--- src/rtl/raster_stamp_queue.sv ---
// Buffer between the raster stamp generator and the per-core raster CSR port.
// Stamps are packed into CSR form (bcoords + pos_mask word) when they are pushed.
module raster_stamp_queue #(
  parameter int DEPTH      = 8,
  parameter int DIM_BITS   = 12,
  parameter int PID_BITS   = 16,
  parameter int QUAD_SIZE  = 4,
  parameter int DROP_EMPTY = 1
) (
  input  logic                        clk,
  input  logic                        reset,
  input  logic                        flush,
  input  logic                        in_valid,
  output logic                        in_ready,
  input  logic [DIM_BITS-2:0]         in_pos_x,
  input  logic [DIM_BITS-2:0]         in_pos_y,
  input  logic [QUAD_SIZE-1:0]        in_mask,
  input  logic [3*QUAD_SIZE*32-1:0]   in_bcoords,
  input  logic [PID_BITS-1:0]         in_pid,
  output logic                        out_valid,
  input  logic                        out_ready,
  output logic [3*QUAD_SIZE*32-1:0]   out_bcoords,
  output logic [31:0]                 out_pos_mask,
  output logic [PID_BITS-1:0]         out_pid,
  output logic [$clog2(DEPTH):0]      count,
  output logic                        empty,
  output logic                        full,
  output logic [15:0]                 drop_count
);

  localparam int AW = $clog2(DEPTH);
  localparam int CW = AW + 1;
  localparam int PW = DIM_BITS - 1;
  localparam int BW = 3 * QUAD_SIZE * 32;

  if (2 * (DIM_BITS - 1) + QUAD_SIZE > 32) begin : g_fmt_check
    $fatal(1, "raster_stamp_queue: pos/mask fields exceed 32 bits");
  end
  if (DEPTH < 2 || (DEPTH & (DEPTH - 1)) != 0) begin : g_depth_check
    $fatal(1, "raster_stamp_queue: DEPTH must be a power of two >= 2");
  end

  logic [31:0]         pm_mem  [DEPTH];
  logic [BW-1:0]       bc_mem  [DEPTH];
  logic [PID_BITS-1:0] pid_mem [DEPTH];

  logic [AW-1:0] wr_ptr;
  logic [AW-1:0] rd_ptr;
  logic [CW-1:0] count_q;
  logic [15:0]   drop_cnt;

  logic [31:0] pos_mask_in;
  logic        stamp_empty;
  logic        accept;
  logic        push;
  logic        drop;
  logic        pop;

  always_comb begin
    pos_mask_in                        = '0;
    pos_mask_in[QUAD_SIZE-1:0]         = in_mask;
    pos_mask_in[QUAD_SIZE +: PW]       = in_pos_x;
    pos_mask_in[QUAD_SIZE + PW +: PW]  = in_pos_y;
  end

  assign full        = (count_q == CW'(DEPTH));
  assign empty       = (count_q == '0);
  assign in_ready    = !full;
  assign out_valid   = !empty;
  assign count       = count_q;
  assign drop_count  = drop_cnt;

  assign stamp_empty = (DROP_EMPTY != 0) && (in_mask == '0);
  assign accept      = in_valid && in_ready;
  assign push        = accept && !stamp_empty;
  assign drop        = accept && stamp_empty;
  assign pop         = out_valid && out_ready;

  assign out_pos_mask = pm_mem[rd_ptr];
  assign out_bcoords  = bc_mem[rd_ptr];
  assign out_pid      = pid_mem[rd_ptr];

  always_ff @(posedge clk) begin
    if (push && !flush) begin
      pm_mem[wr_ptr]  <= pos_mask_in;
      bc_mem[wr_ptr]  <= in_bcoords;
      pid_mem[wr_ptr] <= in_pid;
    end
  end

  always_ff @(posedge clk) begin
    if (!reset) begin
      wr_ptr   <= '0;
      rd_ptr   <= '0;
      count_q  <= '0;
      drop_cnt <= '0;
    end else begin
      // a dropped stamp still counts even when flush discards the queue
      if (drop && drop_cnt != '1)
        drop_cnt <= drop_cnt + 16'd1;
      if (flush) begin
        wr_ptr  <= '0;
        rd_ptr  <= '0;
        count_q <= '0;
      end else begin
        if (push)
          wr_ptr <= wr_ptr + AW'(1);
        if (pop)
          rd_ptr <= rd_ptr + AW'(1);
        if (push && !pop)
          count_q <= count_q + CW'(1);
        else if (pop && !push)
          count_q <= count_q - CW'(1);
      end
    end
  end

endmodule
--- config.mk ---
export PLATFORM = sky130hd
export DESIGN_NAME = raster_stamp_queue
export DESIGN_NICKNAME = d
export VERILOG_FILES = /design/src/rtl/raster_stamp_queue.sv
export SDC_FILE = /design/constraint.sdc
export NUM_CORES = 2
export LEC_CHECK = 0
export BUFFER_PORTS_ARGS = -buffer_cell sky130_fd_sc_hd__clkbuf_2
export CORE_MARGIN = 8
export CORE_UTILIZATION = 55
export DETAILED_ROUTE_END_ITERATION = 8
export PLACE_DENSITY = 0.74
export SYNTH_ARGS = -nofsm -noshare
export SYNTH_HDL_FRONTEND = slang
export SYNTH_SLANG_ARGS = --single-unit
--- constraint.sdc ---
create_clock -name clk -period 115 [get_ports clk]
set_clock_uncertainty 0.05 [all_clocks]
set_input_delay 23 -clock clk [delete_from_list [all_inputs] [get_ports clk]]
set_output_delay 23 -clock clk [all_outputs]
set_load 0.05 [all_outputs]
Word-level counts from Yosys, hierarchy flattened --
Memory sizes are Yosys's and may differ from the RTL's. A register that Yosys moved wholly into a read port is not among the register bits. Index checks and enable logic that the tools add are counted.
Operators by class: bitwise operators 1, reduce and logical (&&, ||, !) cells 18, add/sub/neg operators 5, equality and inequality tests 2, mux-type cells 10
Operators with widths (count):
- 3-bit 2-to-1 mux | 6
- 16-bit by 1-bit adder with 16-bit output, second input constant | 1
- 16-bit inequality test, second input constant | 1
- 1-bit logical AND | 8
- 4-bit zero test | 2
- 4-bit 2-to-1 mux | 2
- 3-bit by 1-bit adder with 3-bit output, second input constant | 2
- 1-bit zero test | 6
- 4-bit by 1-bit adder with 4-bit output, second input constant | 1
- 4-bit == test, second input constant | 1
- 4-bit by 1-bit subtractor with 4-bit output, second input constant | 1
- 1-bit 2-to-1 mux | 2
- 2-bit nonzero test | 1
- 2-bit OR reduction | 1
- 1-bit NOT | 1
Word-level totals: register bits after elaboration 26, RAM bits 3408, output and inout bits 456, bits of input ports 431, memories kept 3, logic and storage cells 43
Memory list:
- bc_mem | words 8, bits a word 384, rd ports 1, clocked after memory_dff 1, wr ports 1, line 44 | logic [BW-1:0] bc_mem [DEPTH];
- pm_mem | words 8, bits a word 26, rd ports 1, clocked after memory_dff 1, wr ports 1, line 43 | logic [31:0] pm_mem [DEPTH];
- pid_mem | words 8, bits a word 16, rd ports 1, clocked after memory_dff 1, wr ports 1, line 45 | logic [PID_BITS-1:0] pid_mem [DEPTH];

Depth between registers and ports, before layout --
depth after elaboration 8, mapped depth 11, depth with buffers taken out 10

Least setup slack after synthesis --
OpenSTA, ideal clock, no wires.
kind input port to flip-flop, from in in_mask[1], to mem bc_mem[1][0] (netlist bit) (enable), cell stages on the path 4, data required time 113.212 ns, slack 60.792 ns, arrival time 52.421 ns, cell sequence or4_4 > nand3_1 > or3b_2 > nor3_1
On the way: word-level cells in the longest chain between the ends 6
Ends and longest elaborated chain:
- from (decl) | line 17 | input logic [QUAD_SIZE-1:0] in_mask,
- 4-bit zero test | line 73 | assign stamp_empty = (DROP_EMPTY != 0) && (in_mask == '0);
- 1-bit zero test | line 75 | assign push = accept && !stamp_empty;
- 1-bit logical AND | line 75
- 1-bit logical AND | line 84 | if (push && !flush) begin
- 1-bit 2-to-1 mux | line 84
- 1-bit 2-to-1 mux (not written as such) | line 86 | bc_mem[wr_ptr] <= in_bcoords;
- to (decl) | line 44
Every way passes these cells.

==> results.json <==
{
  "status": "finished clean",
  "grt_antenna_before_repair": 98,
  "timing.hold.ws_ns": 0.4230,
  "yosys.area.top_type_share": 0.7943,
  "cts_tree": "built",
  "critical_path.reg2reg.startpoint": "count[0]",
  "grtUsageTotal": 0.2213,
  "synth-main-ff-cell": "edfxtp_1",
  "ctsHtreeMaxLevel": 5,
  "startpoint_to_endpoint_class_of_the_critical_path": "flip-flop to primary output",
  "drt-pass1-iter-count": 7,
  "final_antenna_net_count": 0,
  "post_route_cells_drive_above_1_share": 0.4212,
  "synth_enable_flop_cells": 3408,
  "ff_latch_area_sq_um": 102900,
  "setup_repair_after_global_routing_missed_its_margin": "false",
  "finalHoldViolations": 0,
  "cts_buffer_depth": 4,
  "multiInputGateArea_sq_um": 24950,
  "post_cts_setup_inserts": 0,
  "setup_viol": 0,
  "gp_congestion": 0.7887,
  "final_core_utilization": 0.6356,
  "hold_class": "flip-flop to flip-flop",
  "std_cell_rows": 177,
  "flip_flop_and_latch_count_after_synthesis": 3437,
  "fmaxAchievable_mhz": 32.35,
  "synth_warnings": 0,
  "fin_nets": 6623,
  "vdd_ir_drop_max_mv": 0.01624,
  "syn_inst": 5113,
  "die-area_sq_um": 250000,
  "pre_cts_slack_ns": 84.92,
  "route.final.wire_length_um": 283400,
  "filler_cell_count": 14784,
  "drt_iter0_markers": 5573,
  "floorplan.core_area_sq_um": 232800,
  "p_leak_nw": 46.54,
  "port_buffers": 880,
  "worst_slew_margin": 0.2435,
  "worst_ep_arrival_time_ns": 7.87,
  "final.setup.tns_ns": 0,
  "clock_slew_seen_by_the_registers_of_the_worst_setup_and_hold_paths_ns": 0.06,
  "synth_area_leader_cell": "edfxtp_1",
  "tritoncts.num_buffers": 349,
  "die_w_um": 500.0,
  "die_h_um": 500.0,
  "grt_start_max_net_pins": 126,
  "routedWlPerCell_um": 29.43,
  "clock_period_minus_worst_slack_ns": 30.92,
  "drv_cap": 0,
  "final_max_slew_viol_count": 0,
  "yosysSeqAreaShare": 0.7988,
  "grt_pass1_wl_um": 412500,
  "critical_path.endpoint_type": "primary output",
  "global_route.overflow_total": 0,
  "setup_ws_ns": 84.08,
  "power.density_nw_per_um2": 18.00,
  "grt_pass1_vias": 60295,
  "floorplan.io_pins": 887,
  "start_util": 0.5535,
  "synthArstFlopShare": 0,
  "final_cell_count_no_fill": 9627,
  "placed_cells": 8966,
  "synth_area_per_cell_sq_um": 25.20,
  "synthTopCellsByArea": "edfxtp_1, mux4_2, mux2_2",
  "avgViaCountPerCell": 6.077,
  "drc_errors": 0,
  "via_count": 58503,
  "setup.worst_path.start_class": "flip-flop",
  "cts_root_buffer": "clkbuf_16",
  "dp_hpwl_um": 161100,
  "postCtsResizedCells": 0,
  "hold_crit_start": "rd_ptr[1]",
  "synthDistinctLibCells": 43,
  "clk-insertion-delay-late_ns": 0.91,
  "share_of_the_clock_period_used_by_the_worst_path": 0.2688,
  "critical_path_required_ns": 91.95,
  "tightestPinTransition_ns": 1.135,
  "cts_num_sinks": 3437,
  "post_cts_hold_buffer_count": 0,
  "area_delta_synth_final_pct": 14.83,
  "mappedNetlistArea_sq_um": 128800,
  "path_max_fanout": 78
}
-- worst max-delay path, cell delays in order (launching register included) --
cell	delay (ns)
dfxtp_4	0.79
buf_4	0.83
buf_4	0.73
buf_4	0.80
buf_4	0.90
buf_4	0.63
buf_4	0.91
mux4_2	0.43
mux2_2	0.33
clkbuf_2	0.26
-- path summary, 6_finish.rpt --
| kind | endpoint | slack, ns | cells after the start |
|---|---|---|---|
| setup reg to reg | bc_mem[6][265] | 108.76 | 8 |
| hold / removal | flip-flop | 0.42 | 2 |
| hold reg to reg | flip-flop | 0.42 | 2 |
| setup / recovery | out_bcoords[266] | 84.08 | 9 |
-- layout make-up --
class                      instances  area share
clock buffer                     439     0.06225
sequential                      3437      0.6957
inverter                           7   0.0001776
tap                             3132     0.02649
timing repair buffer             968     0.03593
multi-input combinational       1422      0.1687
antenna                           54   0.0009134
clock inverter                   168    0.009844
-- cells in the final DEF, fill, tap and decap left out, types with 4 or more instances in the layout --
cell / count
bufinv_16: 24
inv_1: 6
dfxtp_1: 26
diode_2: 54
nand2_1: 10
a21oi_1: 12
clkinv_1: 74
clkbuf_16: 355
mux2_2: 427
conb_1: 6
xor2_1: 5
o31ai_1: 7
buf_4: 68
nor2_4: 6
clkinvlp_4: 4
edfxtp_1: 3408
nand3_1: 14
mux2i_1: 7
ha_1: 6
clkbuf_2: 880
nor2_1: 15
buf_12: 20
inv_6: 7
nand2b_1: 7
clkinv_8: 4
nand4_1: 7
mux4_2: 852
clkinv_2: 53
or4_1: 9
clkbuf_1: 83
-- stage by stage --
stage               power (W)  instance area [sq um]
finish               0.002664                 147900
floorplan            0.001577                 128900
global route         0.002737                 147900
CTS                  0.002685                 147800
detailed placement   0.001627                 137100
global placement     0.001622                 137100
-- metal layers --
layer	routed length, um	share of wire	global-route usage
met5	493	0.0017	0
met3	27160	0.096	0.07096
met1	107300	0.38	0.2912
met2	140000	0.49	0.3578
met4	8443	0.030	0.06854
-- power breakdown --
part | switching [W] | total [W] | internal, W
registers | 0.00000420 | 0.00140 | 0.00139
clock network | 0.000446 | 0.00106 | 0.000618
logic | 0.000134 | 0.000202 | 0.0000679
total | 0.000585 | 0.00266 | 0.00208
-- registers in the layout, indices dropped and copies added (netlist names), named ones only --
signal and count:
bc_mem 3072, count 4, drop_count 16, pid_mem 128, pm_mem 208, rd_ptr 3, wr_ptr 3
-- synthesized netlist by cell type (all sizes together) (5+ instances only) --
library cell,instances
nand4,7
mux2,427
a21oi,12
clkbuf,166
edfxtp,3408
nor2,21
nor3,5
mux2i,7
mux4,852
xor2,5
buf,85
nand2,10
dfxtp,29
or4,10
nand3,14
nand2b,7
inv,6
o31ai,7
ha,6
-- cell families after synthesis --
group | share of synthesized area
buffers and inverters | 0.008080
other | 0.00002911
flip-flops | 0.7988
AND/OR/NAND/NOR | 0.003739
XOR/XNOR | 0.0004079
AO/OA/AOI/OAI | 0.001389
adder cells (fa/ha/maj) | 0.0007381
multiplexers | 0.1868
Note: power is estimated with default switching activity, not from simulation.
